### config.mk
export PLATFORM = sky130hd
export DESIGN_NAME = ransac_burst_reader
export DESIGN_NICKNAME = d
export VERILOG_FILES = /design/src/rtl/ransac_reader_pkg.sv /design/src/rtl/ransac_sync_fifo.sv /design/src/rtl/ransac_burst_reader.sv
export SDC_FILE = /design/constraint.sdc
export NUM_CORES = 2
export LEC_CHECK = 0
export ABC_AREA = 0
export CORE_AREA = 2 2 546 548
export CTS_BUF_LIST = sky130_fd_sc_hd__clkbuf_4 sky130_fd_sc_hd__clkbuf_8
export CTS_CLUSTER_DIAMETER = 40
export DETAILED_ROUTE_END_ITERATION = 16
export DIE_AREA = 0 0 548 550
export PLACE_DENSITY = 0.41
export SLEW_MARGIN = 10
export SYNTH_ARGS = -nofsm -noshare
export SYNTH_HDL_FRONTEND = slang
export SYNTH_SLANG_ARGS = --single-unit
### constraint.sdc
create_clock -name clk -period 10.5 [get_ports clk]
set_clock_uncertainty 0.05 [all_clocks]
set_input_delay 1.05 -clock clk [delete_from_list [all_inputs] [get_ports clk]]
set_output_delay 1.05 -clock clk [all_outputs]
set_load 0.02 [all_outputs]
### src/rtl/ransac_reader_pkg.sv
// rtl/ransac_reader_pkg.sv - state enum, 4 KB boundary constant and burst sizing helpers
package ransac_reader_pkg;

   typedef enum logic [1:0] {
      ST_IDLE  = 2'd0,
      ST_ISSUE = 2'd1,
      ST_DRAIN = 2'd2
   } state_t;

   localparam int unsigned BOUNDARY_4K = 4096;

   // AXI size code for a beat of data_width bits
   function automatic logic [2:0] arsize_of(input int unsigned data_width);
      return 3'($clog2(data_width / 8));
   endfunction

   // beats in the next burst: limited by what is left, the burst cap and the 4 KB page end
   function automatic logic [8:0] burst_len(
      input logic [31:0]  remaining,
      input logic [11:0]  addr_low,
      input int unsigned  max_beats,
      input int unsigned  size_log2
   );
      logic [31:0] to_boundary;
      logic [31:0] len;
      to_boundary = (BOUNDARY_4K - {20'd0, addr_low}) >> size_log2;
      len = remaining;
      if (len > max_beats) len = max_beats;
      if (len > to_boundary) len = to_boundary;
      return len[8:0];
   endfunction

endpackage

### src/rtl/ransac_sync_fifo.sv
// rtl/ransac_sync_fifo.sv - first-word-fall-through synchronous FIFO, output zeroed when empty
module ransac_sync_fifo #(
   parameter int unsigned width = 8,
   parameter int unsigned depth = 4
) (
   input  logic             clk,
   input  logic             rst_n,
   input  logic             push,
   input  logic [width-1:0] push_data,
   input  logic             pop,
   output logic             valid,
   output logic [width-1:0] pop_data
);

   localparam int unsigned PW = (depth > 1) ? $clog2(depth) : 1;
   localparam int unsigned CW = $clog2(depth + 1);

   logic [width-1:0] mem [depth];
   logic [PW-1:0]    wr_q;
   logic [PW-1:0]    rd_q;
   logic [CW-1:0]    count_q;
   logic             do_push;
   logic             do_pop;

   assign valid    = (count_q != '0);
   assign do_push  = push && (count_q != CW'(depth));
   assign do_pop   = pop && valid;
   assign pop_data = valid ? mem[rd_q] : '0;

   // storage write, no reset needed since reads are gated by valid
   always_ff @(posedge clk) begin
      if (do_push) mem[wr_q] <= push_data;
   end

   // pointers and occupancy
   always_ff @(posedge clk or negedge rst_n) begin
      if (!rst_n) begin
         wr_q    <= '0;
         rd_q    <= '0;
         count_q <= '0;
      end else begin
         if (do_push) wr_q <= (wr_q == PW'(depth - 1)) ? '0 : wr_q + PW'(1);
         if (do_pop)  rd_q <= (rd_q == PW'(depth - 1)) ? '0 : rd_q + PW'(1);
         case ({do_push, do_pop})
            2'b10:   count_q <= count_q + CW'(1);
            2'b01:   count_q <= count_q - CW'(1);
            default: ;
         endcase
      end
   end

endmodule

### src/rtl/ransac_burst_reader.sv
// rtl/ransac_burst_reader.sv - AXI burst reader, optional counters under RANSAC_BURST_READER_STATS_EN
module ransac_burst_reader
   import ransac_reader_pkg::*;
#(
   parameter int unsigned memory_addr_width = 32,
   parameter int unsigned memory_data_width = 32,
   parameter int unsigned max_burst_beats   = 16,
   parameter int unsigned max_outstanding   = 4,
   parameter int unsigned count_width       = 21
) (
   input  logic                         clk,
   input  logic                         rst_n,
   input  logic [memory_addr_width-1:0] cmd_addr,
   input  logic [count_width-1:0]       cmd_count,
   input  logic                         cmd_valid,
   output logic                         cmd_ready,
   output logic [memory_data_width-1:0] data_out,
   output logic                         data_last,
   output logic                         data_error,
   output logic                         data_valid,
   input  logic                         data_ready,
   output logic [memory_addr_width-1:0] memory_araddr,
   output logic [7:0]                   memory_arlen,
   output logic [2:0]                   memory_arsize,
   output logic                         memory_arvalid,
   input  logic                         memory_arready,
   input  logic [memory_data_width-1:0] memory_rdata,
   input  logic [1:0]                   memory_rresp,
   input  logic                         memory_rlast,
   input  logic                         memory_rvalid,
   output logic                         memory_rready
`ifdef RANSAC_BURST_READER_STATS_EN
   ,
   output logic [31:0]                  stat_bursts,
   output logic [31:0]                  stat_beats
`endif
);

   localparam int unsigned BYTES      = memory_data_width / 8;
   localparam int unsigned SIZE_LOG2  = $clog2(BYTES);
   localparam int unsigned FIFO_DEPTH = max_outstanding * max_burst_beats;
   localparam int unsigned CW         = $clog2(FIFO_DEPTH + 1);
   localparam int unsigned OW         = $clog2(max_outstanding + 1);
   localparam logic [memory_addr_width-1:0] ALIGN_MASK = ~memory_addr_width'(BYTES - 1);
   localparam logic [2:0] ARSIZE = arsize_of(memory_data_width);

   state_t                       state_q, state_d;
   logic                         alive_q;
   logic [memory_addr_width-1:0] addr_q;
   logic [count_width-1:0]       remaining_q;
   logic [count_width-1:0]       left_q;
   logic [OW-1:0]                outstanding_q;
   logic [CW-1:0]                committed_q;
   logic [8:0]                   burst_l;
   logic                         ar_ok, final_ar;
   logic                         cmd_hs, ar_hs, r_hs, r_last_hs, pop;
   logic [memory_data_width:0]   fifo_dout;
   logic                         unused_rresp;

   assign unused_rresp = memory_rresp[0];

   assign burst_l   = burst_len(32'(remaining_q), addr_q[11:0], max_burst_beats, SIZE_LOG2);
   // committed_q counts beats held in the FIFO plus beats requested but not yet arrived
   assign ar_ok     = (remaining_q != '0) && (outstanding_q < OW'(max_outstanding))
                      && ((32'(FIFO_DEPTH) - 32'(committed_q)) >= 32'(burst_l));
   assign cmd_hs    = cmd_valid && cmd_ready;
   assign ar_hs     = memory_arvalid && memory_arready;
   assign r_hs      = memory_rvalid && memory_rready;
   assign r_last_hs = r_hs && memory_rlast;
   assign pop       = data_valid && data_ready;
   assign final_ar  = ar_hs && (remaining_q == count_width'(burst_l));

   // AR payload only changes on a handshake, so it is stable while waiting for arready
   assign memory_araddr = memory_arvalid ? addr_q : '0;
   assign memory_arlen  = memory_arvalid ? 8'(burst_l - 9'd1) : '0;
   assign memory_arsize = memory_arvalid ? ARSIZE : '0;

   assign data_out   = fifo_dout[memory_data_width-1:0];
   assign data_error = fifo_dout[memory_data_width];
   assign data_last  = data_valid && (left_q == count_width'(1));

   // state register
   always_ff @(posedge clk or negedge rst_n) begin
      if (!rst_n) state_q <= ST_IDLE;
      else        state_q <= state_d;
   end

   // next-state decode
   always_comb begin
      state_d = state_q;
      case (state_q)
         ST_IDLE:  if (cmd_hs && (cmd_count != '0)) state_d = ST_ISSUE;
         ST_ISSUE: if (final_ar) state_d = ST_DRAIN;
         ST_DRAIN: if (pop && data_last) state_d = ST_IDLE;
         default:  state_d = ST_IDLE;
      endcase
   end

   // handshake outputs per state
   always_comb begin
      cmd_ready      = 1'b0;
      memory_arvalid = 1'b0;
      memory_rready  = 1'b0;
      case (state_q)
         ST_IDLE:  cmd_ready = alive_q;
         ST_ISSUE: begin
            memory_arvalid = ar_ok;
            memory_rready  = 1'b1;
         end
         ST_DRAIN: memory_rready = 1'b1;
         default:  ;
      endcase
   end

   // command tracking: aligned address, beats left to request, beats left to deliver
   always_ff @(posedge clk or negedge rst_n) begin
      if (!rst_n) begin
         alive_q     <= 1'b0;
         addr_q      <= '0;
         remaining_q <= '0;
         left_q      <= '0;
      end else begin
         alive_q <= 1'b1;
         if (cmd_hs) begin
            addr_q      <= cmd_addr & ALIGN_MASK;
            remaining_q <= cmd_count;
            left_q      <= cmd_count;
         end else begin
            if (ar_hs) begin
               addr_q      <= addr_q + (memory_addr_width'(burst_l) << SIZE_LOG2);
               remaining_q <= remaining_q - count_width'(burst_l);
            end
            if (pop) left_q <= left_q - count_width'(1);
         end
      end
   end

   // outstanding bursts and FIFO credit accounting
   always_ff @(posedge clk or negedge rst_n) begin
      if (!rst_n) begin
         outstanding_q <= '0;
         committed_q   <= '0;
      end else begin
         case ({ar_hs, r_last_hs})
            2'b10:   outstanding_q <= outstanding_q + OW'(1);
            2'b01:   if (outstanding_q != '0) outstanding_q <= outstanding_q - OW'(1);
            default: ;
         endcase
         committed_q <= committed_q + (ar_hs ? CW'(burst_l) : '0) - (pop ? CW'(1) : '0);
      end
   end

   ransac_sync_fifo #(
      .width (memory_data_width + 1),
      .depth (FIFO_DEPTH)
   ) u_fifo (
      .clk       (clk),
      .rst_n     (rst_n),
      .push      (r_hs),
      .push_data ({memory_rresp[1], memory_rdata}),
      .pop       (pop),
      .valid     (data_valid),
      .pop_data  (fifo_dout)
   );

`ifdef RANSAC_BURST_READER_STATS_EN
   // free-running event counters, cleared only by reset
   always_ff @(posedge clk or negedge rst_n) begin
      if (!rst_n) begin
         stat_bursts <= '0;
         stat_beats  <= '0;
      end else begin
         if (ar_hs) stat_bursts <= stat_bursts + 32'd1;
         if (pop)   stat_beats  <= stat_beats + 32'd1;
      end
   end
`endif

endmodule

==> qor.csv <==
metric,value,unit
I/O Pins,175,
MaxCap Viol Count,0,
# port buffers,167,
vias in the first global route,46200,
hold depth,1,
Arrival @ worst endpoint,8.54,ns
critical path class,reg2out,
grt ovf,0,
Slew headroom,19.1,%
placed cell count,8124,
final wirelength,258000,um
vias post-DR,43700,
Worst path top cell family by delay,compound AO/OA/AOI/OAI gates,
initial antenna violation count,18,
Crit path buffers/inverters,5,
synth-to-layout area growth,17.8,%
WL/cell,29.0,um
async set-reset flop share out of synthesis,4.69,%
Fmax achieved,104,MHz
sequential area share after synthesis,74.8,%
critical path startpoint category,register,
largest net degree at the start of global routing,116,
Die Y,550,um
"Top cell by count, worst path",inv_1,
Global Route Usage Sum,16.9,%
Worst R2R Setup Slack,2.37,ns
Starting Density,29.9,%
total number of cells along the worst setup path,23,
most frequent cells in the layout,"2112 x edfxtp_1, 660 x mux4_2, 435 x clkbuf_8, 133 x clkdlybuf4s50_1, 114 x clkbuf_4",
predominant post-synthesis flop cell,edfxtp_1,
Netlist cell types,69,
final setup violation count,0,
CP max stage cell,mux2i_1,
Fill cells,27600,
endpoints failing hold,0,
Mapped Area,88200,sq um
"FF+latch count, synth",2216,
clock sinks,2216,
"critical path, cell by cell",nor4_1 -> nand4_1 -> a21oi_1 -> nand2_1 -> inv_1 -> ha_1 -> a211oi_1 -> nor2_1 -> o31ai_1 -> a21oi_1 -> mux2i_1 -> inv_1 -> ha_1 -> a21o_1 -> a211o_1 -> a211oi_1 -> nor2_1 -> nand3_1 -> buf_4 -> inv_1 -> nand4_1 -> nand2_1 -> clkdlybuf4s50_1,
CP peak stage delay,0.66,ns
"commonest non-fill, non-tap cell in the layout",edfxtp_1,
Yosys warnings,0,
Die ar.,301000,sq um
Slew Limit Fails,0,
fin crit share,91.8,%
Layout Cells excl Fill,8888,
Worst setup EP type,output port,
Worst-path clk slew,0.06,ns
router iterations before antenna repair,5,
Power Dens Cells,260,nW/um^2
Peak supply drop,0.186,mV
status,finished clean,
CTS Buf Count,427,
# DRC,0,
CP Max Fanout,31,
Leak Pwr,0.0324,uW
nets@finish,4780,
FP Rows,200,
setup bufs post-CTS,0,
share of cells above drive strength 1,31.9,%
CTS tree,yes,
syn_area_per_cell,21.5,sq um
CTS Root Buffer Type,clkbuf_8,
Hold Crit Class,reg2reg,
RSZ-0062 raised after global routing,false,
DP HPWL,140000,um
cells after synthesis,4100,
Critical Path RT,9.40,ns
number of H-tree levels,5,
Clock Latency Late Sink,1.02,ns
worst slew pin tran,1.21,ns
vias per cell,4.92,
cts repair resizes,0,
Max clock buf depth,4,
Fin Hold WS,0.452,ns
Post-synth EDFFs,2112,
Die W,548,um
first-pass GRT wire length,361000,um
gp weighted congestion,0.760,
Initial DRC Count,3795,
Core ar.,296000,sq um
setup_tns,0,ns
Final min period,9.64,ns
Reg2Reg Depth,29,
Detail Route Antenna Nets,0,
## logic make-up (layout without fill, tap and decap cells)
kind of cell    count (synthesis)  after routing  share of synthesized area [%]
flops                        2216           2216                           74.8
mux                           738            738                           17.7
simple gates                  479            479                           2.66
buf+inv                       277           1113                           1.20
compound gates                246            246                           1.81
fa+ha+maj                      71             71                           1.05
xor+xnor                       71             71                          0.713
other cells                     2             15                        0.00851
## through the flow
| step | utilization [%] | power, uW | area, sq um | worst slack (ns) |
|---|---|---|---|---|
| after global routing | 35.2 | 28300 | 104000 | 0.110 |
| final | 35.2 | 27000 | 104000 | 0.859 |
| after global placement | 32.3 | 18800 | 95400 | 1.97 |
| after floorplan | - | 15700 | 88300 | 3.73 |
| after detailed placement | 32.3 | 18800 | 95400 | 1.90 |
| after CTS | 35.2 | 27500 | 104000 | 0.711 |
## cell type report
cell class | count | area, sq um | share of cell area (%)
sequential | 2216 | 66000 | 63.5
multi-input combinational | 1616 | 21700 | 20.9
clock buffer | 549 | 6840 | 6.58
tap | 3939 | 4930 | 4.74
timing repair buffer | 286 | 2500 | 2.41
clock inverter | 210 | 1660 | 1.60
inverter | 68 | 255 | 0.246
antenna | 4 | 10.0 | 0.00963
## flip-flops by register name, summed over array words and instances, names as in the netlist
| signal | count |
|---|---|
| addr_q | 30 |
| alive_q | 1 |
| committed_q | 7 |
| left_q | 21 |
| outstanding_q | 3 |
| remaining_q | 21 |
| state_q | 2 |
| u_fifo.count_q | 7 |
| u_fifo.mem | 2112 |
| u_fifo.rd_q | 6 |
| u_fifo.wr_q | 6 |
## metal layers
layer / track usage (%) / vias up / part of all wire, %
met2: 27.8 / 1175 / 48
met5: 0 / - / 0.0050
met1: 23.1 / 23700 / 44
met4: 5.05 / 2 / 2.6
li1: - / 18400 / -
met3: 2.87 / 431 / 4.8
## repair_timing
action,CTS,global route
setup endpoints to repair,0,0
hold endpoints to repair,38,0
hold buffers,1,0
## cells in the mapped netlist, types with 52 or more instances
cell type	instances	area (sq um)
dfrtp_1	104	2600
mux2i_1	74	741
inv_1	68	255
mux4_2	660	14900
buf_1	56	210
a21oi_1	52	260
xnor2_1	52	455
clkbuf_1	145	544
ha_1	66	826
nor2_1	162	608
nand2_1	100	375
edfxtp_1	2112	63400
## worst reg2reg max path, delay by kind of cell, from the launching register on
kind / cells / cell delay, ns
AO/OA/AOI/OAI: 10 / 3.52
XOR/XNOR: 2 / 0.28
adder cells (fa/ha/maj): 4 / 1.15
buffers and inverters: 3 / 0.49
flip-flops: 1 / 0.42
AND/OR/NAND/NOR: 10 / 2.12
## where the power goes
part           internal, uW  switching [uW]  leakage [uW]
Clock                  4810            3750       0.00446
Sequential            10000             413        0.0202
Combinational          3540            4490       0.00782
Total                 18400            8650        0.0324
## final timing paths
kind,startpoint,to
setup reg to reg,remaining_q[13]$_DFFE_PN0N_,committed_q[6]$_DFF_PN0_
min in group asynchronous,rst_n,left_q[0]$_DFFE_PN0P_
setup / recovery,remaining_q[13]$_DFFE_PN0N_,memory_arlen[6]
max in group asynchronous,rst_n,addr_q[28]$_DFFE_PN0N_
hold reg to reg,u_fifo.count_q[6]$_DFFE_PN0P_,u_fifo.count_q[6]$_DFFE_PN0P_
hold / removal,u_fifo.count_q[6]$_DFFE_PN0P_,u_fifo.count_q[6]$_DFFE_PN0P_
Power figures use the tool's default switching activity.
